### config.mk
export PLATFORM = sky130hd
export DESIGN_NAME = uart_frame_rx_flat
export DESIGN_NICKNAME = d
export VERILOG_FILES = /design/src/rtl/uart_frame_rx_if.sv /design/src/rtl/uart_frame_rx.sv /design/src/flat_wrapper.sv
export SDC_FILE = /design/constraint.sdc
export NUM_CORES = 1
export LEC_CHECK = 0
export CAP_MARGIN = 20
export CORE_MARGIN = 8
export CORE_UTILIZATION = 35
export DETAILED_ROUTE_END_ITERATION = 10
export GPL_TIMING_DRIVEN = 0
export PLACE_DENSITY = 0.52
export SYNTH_ARGS = -nofsm -noshare
export SYNTH_HDL_FRONTEND = slang
export SYNTH_SLANG_ARGS = --single-unit
### constraint.sdc
create_clock -name clk -period 2.6 [get_ports clk]
set_input_delay 0.52 -clock clk [delete_from_list [all_inputs] [get_ports clk]]
set_output_delay 0.52 -clock clk [all_outputs]
set_load 0.05 [all_outputs]
### src/rtl/uart_frame_rx_if.sv
// rtl/uart_frame_rx_if.sv - byte-in / frame-out bundle between UART receiver, assembler and consumer
interface uart_frame_rx_if #(
  parameter int FRAME_BYTES = 40
);
  logic                     uart_read_done;
  logic [7:0]               read_data;
  logic                     frame_ack;
  logic [8*FRAME_BYTES-1:0] data;
  logic                     frame_valid;
  logic                     overrun;
  logic                     timeout_err;
  logic [5:0]               byte_cnt;

  modport master (
    output uart_read_done, read_data, frame_ack,
    input  data, frame_valid, overrun, timeout_err, byte_cnt
  );

  modport slave (
    input  uart_read_done, read_data, frame_ack,
    output data, frame_valid, overrun, timeout_err, byte_cnt
  );
endinterface

### src/rtl/uart_frame_rx.sv
// rtl/uart_frame_rx.sv - packs FRAME_BYTES UART bytes LSB-first into one frame word with timeout resync
module uart_frame_rx #(
  parameter int FRAME_BYTES    = 40,
  parameter int TIMEOUT_CYCLES = 50000
) (
  input  logic            clk,
  input  logic            rst,
  uart_frame_rx_if.slave  bus
);
  localparam int              TW    = $clog2(TIMEOUT_CYCLES);
  localparam logic [5:0]      LAST  = 6'(FRAME_BYTES - 1);
  localparam logic [TW-1:0]   TLAST = TW'(TIMEOUT_CYCLES - 1);

  typedef enum logic {IDLE, RECV} state_t;

  state_t                        state, next_state;
  logic                          rd_prev;
  logic                          capture;
  logic                          last_cap;
  logic                          in_recv;
  logic                          timeout_hit;
  logic [TW-1:0]                 tcnt;
  logic [5:0]                    byte_cnt_q;
  logic [FRAME_BYTES-1:0][7:0]   frame_buf;
  logic [8*FRAME_BYTES-1:0]      data_q;
  logic                          commit_pend;
  logic                          frame_valid_q;
  logic                          overrun_q;
  logic                          timeout_err_q;

  // Only a rising edge of uart_read_done is a new byte; rd_prev resets high so a stuck level is ignored.
  assign capture  = bus.uart_read_done & ~rd_prev;
  assign last_cap = capture && (byte_cnt_q == LAST);

  // Edge-detect history register.
  always_ff @(posedge clk or negedge rst) begin
    if (!rst) rd_prev <= 1'b1;
    else      rd_prev <= bus.uart_read_done;
  end

  // FSM state register.
  always_ff @(posedge clk or negedge rst) begin
    if (!rst) state <= IDLE;
    else      state <= next_state;
  end

  // FSM next state: a frame closes on its last byte or on an inter-byte timeout.
  always_comb begin
    next_state = state;
    case (state)
      IDLE: if (capture) next_state = RECV;
      RECV: if (last_cap || timeout_hit) next_state = IDLE;
      default: next_state = IDLE;
    endcase
  end

  // FSM outputs: counter enable and timeout decode; a capture on the expiry edge wins.
  always_comb begin
    in_recv     = (state == RECV);
    timeout_hit = in_recv && !capture && (tcnt == TLAST);
  end

  // Inter-byte idle counter, only running while a partial frame is held.
  always_ff @(posedge clk or negedge rst) begin
    if (!rst)                        tcnt <= '0;
    else if (capture || timeout_hit) tcnt <= '0;
    else if (in_recv)                tcnt <= tcnt + TW'(1);
  end

  // Assembly buffer and fill count; stale bytes after a timeout are simply overwritten.
  always_ff @(posedge clk or negedge rst) begin
    if (!rst) begin
      byte_cnt_q <= '0;
      frame_buf  <= '0;
    end else if (capture) begin
      frame_buf[byte_cnt_q] <= bus.read_data;
      byte_cnt_q            <= last_cap ? 6'd0 : byte_cnt_q + 6'd1;
    end else if (timeout_hit) begin
      byte_cnt_q <= '0;
    end
  end

  // Commit one edge after the last byte; data takes the pre-edge buffer so a new byte 0 cannot leak in.
  always_ff @(posedge clk or negedge rst) begin
    if (!rst) begin
      commit_pend   <= 1'b0;
      data_q        <= '0;
      frame_valid_q <= 1'b0;
      overrun_q     <= 1'b0;
    end else begin
      commit_pend <= last_cap;
      if (commit_pend) begin
        data_q        <= frame_buf;
        frame_valid_q <= 1'b1;
        if (frame_valid_q && !bus.frame_ack) overrun_q <= 1'b1;
      end else if (bus.frame_ack) begin
        frame_valid_q <= 1'b0;
        overrun_q     <= 1'b0;
      end
    end
  end

  // One-cycle discard indication.
  always_ff @(posedge clk or negedge rst) begin
    if (!rst) timeout_err_q <= 1'b0;
    else      timeout_err_q <= timeout_hit;
  end

  assign bus.data        = data_q;
  assign bus.frame_valid = frame_valid_q;
  assign bus.overrun     = overrun_q;
  assign bus.timeout_err = timeout_err_q;
  assign bus.byte_cnt    = byte_cnt_q;
endmodule

### src/flat_wrapper.sv
// flat-port wrapper written by rule: the top's interface ports become plain ports
module uart_frame_rx_flat 
#(
  parameter int FRAME_BYTES    = 40,
  parameter int TIMEOUT_CYCLES = 50000
)
  (clk, rst, bus_uart_read_done, bus_read_data, bus_frame_ack, bus_data, bus_frame_valid, bus_overrun, bus_timeout_err, bus_byte_cnt);
  uart_frame_rx_if #(.FRAME_BYTES(FRAME_BYTES)) bus_i ();
  input  logic clk;
  input  logic rst;
  input wire logic [$bits(bus_i.uart_read_done)-1:0] bus_uart_read_done;
  input wire logic [$bits(bus_i.read_data)-1:0] bus_read_data;
  input wire logic [$bits(bus_i.frame_ack)-1:0] bus_frame_ack;
  output wire logic [$bits(bus_i.data)-1:0] bus_data;
  output wire logic [$bits(bus_i.frame_valid)-1:0] bus_frame_valid;
  output wire logic [$bits(bus_i.overrun)-1:0] bus_overrun;
  output wire logic [$bits(bus_i.timeout_err)-1:0] bus_timeout_err;
  output wire logic [$bits(bus_i.byte_cnt)-1:0] bus_byte_cnt;
  assign bus_i.uart_read_done = bus_uart_read_done;
  assign bus_i.read_data = bus_read_data;
  assign bus_i.frame_ack = bus_frame_ack;
  assign bus_data = bus_i.data;
  assign bus_frame_valid = bus_i.frame_valid;
  assign bus_overrun = bus_i.overrun;
  assign bus_timeout_err = bus_i.timeout_err;
  assign bus_byte_cnt = bus_i.byte_cnt;
  uart_frame_rx #(.FRAME_BYTES(FRAME_BYTES), .TIMEOUT_CYCLES(TIMEOUT_CYCLES)) u_core (.clk(clk), .rst(rst), .bus(bus_i));
endmodule
==> flow_summary.ini <==
[placed_design]
place_area_um2 = 30100
io_buffers = 332
place_hpwl_um = 47900
gp_congestion = 0.754

[detailed_routing]
first_pass_iters = 4
drc_errors = 0
postRouteAntennaNets = 0
drt-total-wl_um = 69600
vias_per_cell = 4.79
post_drt_wl_per_cell_um = 23.3
via_count = 14300
dr.first_iter.drc_count = 536

[sta]
min_period_ns = 2.46
worstMarginPinSlew_ns = 1.11
period_share = 0.948
max_freq_mhz = 406
rsz0062_at_grt = no
fin_worst_skew_ns = 0.0227
hold-worst-slack_ns = 0.387
setup_violations = 0
finalHoldViolCount = 0
slew_headroom = 0.261
drv_slew = 0

[global_route]
grt_use_met1 = 0.219
met3_usage = 0.0489
grt_usage = 0.171
grt_busiest_layer = met2
use_met2 = 0.281
grt_max_degree = 126
overflow = 0
grt_first_pass_wirelength_um = 106000
antenna_found_initial = 0
grt_pass1_vias = 15700

[worst_setup_path]
cp.arrival_ns = 2.93
regToRegStartpoint = u_core.bus.byte_cnt[0]
startpoint = bus_uart_read_done
required_ns = 3.07
cp-start-kind = input port
critical_path_class = in -> reg
rr_worst_depth = 5
critPathMaxFanout = 10
critPathCaptureType = register

[logic_synthesis]
ys_top_cells_by_area = dfrtp_1 66%, mux2_2 28%, clkbuf_1 0.93%
synth-edff-count = 0
synthCells = 1560
synth_top_area_frac = 0.657
syn-num-nets = 1574
yosys_warnings = 0
synth_area_leader_cell = dfrtp_1
yosys_register_bits = 668
avgSynthCellArea_um2 = 16.3
synthDistinctLibCells = 51
ys.flop_type = dfrtp_1
netlist_area_um2 = 25400
ys_seq_area_frac = 0.658
synth_async_sr_flop_share = 1.00

[clock_tree]
clock-sinks = 668
clk_pin_slew_ns = 0.06
clockBufferDepth = 3
cts_tree = built
cts_root_buf = clkbuf_16
clock_latency_ns = 0.59
cts_max_level = 3
numCtsBuffers = 74

[floorplan]
die_h_um = 285
die-area_um2 = 81500
pin_count = 341
coreArea_um2 = 72500
die_w_um = 285
rows = 99
initial_core_util = 0.351

[final_layout]
areaGrowthSynthToFinish_pct = 27.5
multi_input_area_um2 = 8330
final_util = 0.447
design_area_um2 = 32400
fill_cells = 6565
regArea_um2 = 16700
finalNetCount = 1989
drive_gt1_frac = 0.402

[power]
seqPwrFrac = 0.502
pwr-share-comb = 0.106
power_frac_clock = 0.392
vdd_drop_max_v = 0.000367
internal-power_mw = 18.9
sw_frac_of_total = 0.246
p_per_area_nw_per_um2 = 772
leakage_nw = 15.4
p_sw_mw = 6.17

[outcome]
status = finished, final reports clean

[min_path]
hold_depth = 1
hp-class = in -> reg
hold_start = bus_uart_read_done

[flow_run]
max_cap_violations = 0
==> registers in the layout (all words and copies together) (netlist names) <==
name	cells
u_core.rd_prev	1
u_core.bus.data	320
u_core.bus.frame_valid	1
u_core.bus.byte_cnt	6
u_core.bus.overrun	1
u_core.tcnt	16
u_core.frame_buf	320
u_core.bus.timeout_err	1
u_core.in_recv	1
u_core.commit_pend	1
==> layer usage <==
layer,routed length (µm),vias up
li1,-,6317
met1,30100,7585
met2,33500,290
met3,4420,102
met5,131,-
met4,1420,2
==> cells by family after synthesis <==
logic type / after synthesis / share of synthesized area
buf+inv: 87 / 0.0144
fa+ha+maj: 2 / 0.000985
flops: 668 / 0.658
compound gates: 20 / 0.00492
simple gates: 129 / 0.0332
xor+xnor: 12 / 0.00414
mux: 642 / 0.284
==> placed cells by master (no fill, tap or decap), drive strengths merged, types with 2 or more instances in the layout <==
master         synthesis  final
and3                   2      2
nor4                   5      5
nand4                  8      8
diode                  0      2
clkinvlp               0      4
nand2b                 3      3
mux2                 640    640
a21oi                  8      8
nor2                  41     41
and2b                  2      2
xor2                   3      3
and2                   2      2
mux2i                  2      2
or3                    3      3
nor4bb                 2      2
nand3b                 2      2
xnor2                  9      9
nand2                 36     36
clkdlybuf4s50          0    329
inv                    2      5
buf                   20     27
o21ai                  4      4
clkinv                 0      8
or2                    3      3
nor3                   9      9
ha                     2      2
dfrtp                667    667
clkbuf                65    176
nand3                  5      5
a21o                   2      2
nor3b                  2      2
==> metrics by stage <==
stage	worst slack [ns]	setup TNS, ns	std cells	total power [mW]
after CTS	0.00724	0	2983	25.5
after global placement	-28.37	-	2851	15.3
after floorplan	0.437	0	1560	14.4
after global routing	0.00883	0	2984	26.3
after detailed placement	-0.464	-72.01	2857	15.4
final	0.135	0	2986	25.0
==> layout make-up <==
type	instances	share of cell area
Sequential cell	668	0.516
Antenna cell	2	0.000154
Clock inverter	15	0.00297
Multi-Input combinational cell	805	0.257
Timing Repair Buffer	340	0.109
Clock buffer	111	0.0667
Inverter	2	0.000232
Buffer	84	0.0111
Tap cell	959	0.0370
==> cells in the mapped netlist, types with 2 or more instances <==
cell type,instances
a21o_1,2
nand2_2,10
xnor2_1,9
nor3b_2,2
a21oi_1,8
nor4_1,4
nand3_1,4
and2b_1,2
nor2_1,22
mux2_2,631
ha_1,2
nand2_1,23
clkbuf_1,63
mux2_1,9
nand2b_1,3
buf_4,5
nor2_2,11
nand4_1,8
and3_1,2
mux2i_1,2
or2_2,3
nor4bb_1,2
nor3_2,2
nor3_1,6
nor2_4,4
nor2_8,4
and2_1,2
buf_2,15
or3_1,3
clkbuf_2,2
o21ai_0,4
nand2_4,3
inv_1,2
dfrtp_1,667
xor2_1,3
==> critical path, stage by stage <==
cell and delay (ns):
clkdlybuf4s50_1 0.50, nor2b_1 0.26, buf_4 0.23, nand3_1 0.35, nor2_2 0.65, mux2_2 0.41
==> power by group through the flow <==
stage               combinational (mW)  clock, mW  sequential (mW)
CTS                               2.70       10.2             12.6
detailed placement                2.69          0             12.7
finish                            2.65       9.81             12.6
floorplan                         1.76          0             12.6
global route                      2.92       10.6             12.8
global placement                  2.57          0             12.8
==> final timing paths <==
path | end | slack [ns]
max | u_core.frame_buf[52] | 0.14
min | u_core.rd_prev | 0.39
max reg2reg | u_core.frame_buf[52] | 0.18
min reg2reg | u_core.bus.data[317] | 0.49
max in group asynchronous | u_core.frame_buf[107] | 0.46
min in group asynchronous | u_core.frame_buf[75] | 0.46
==> repair_timing <==
action | CTS | global route
hold buffers | 1 | 0
setup endpoints to repair | 198 | 126
pin swaps | 0 | 0
gates resized for setup | 5 | 1
gates cloned | 0 | 1
buffers inserted | 0 | 0
hold endpoints to repair | 62 | 0
Note: power is estimated with default switching activity, not from simulation.
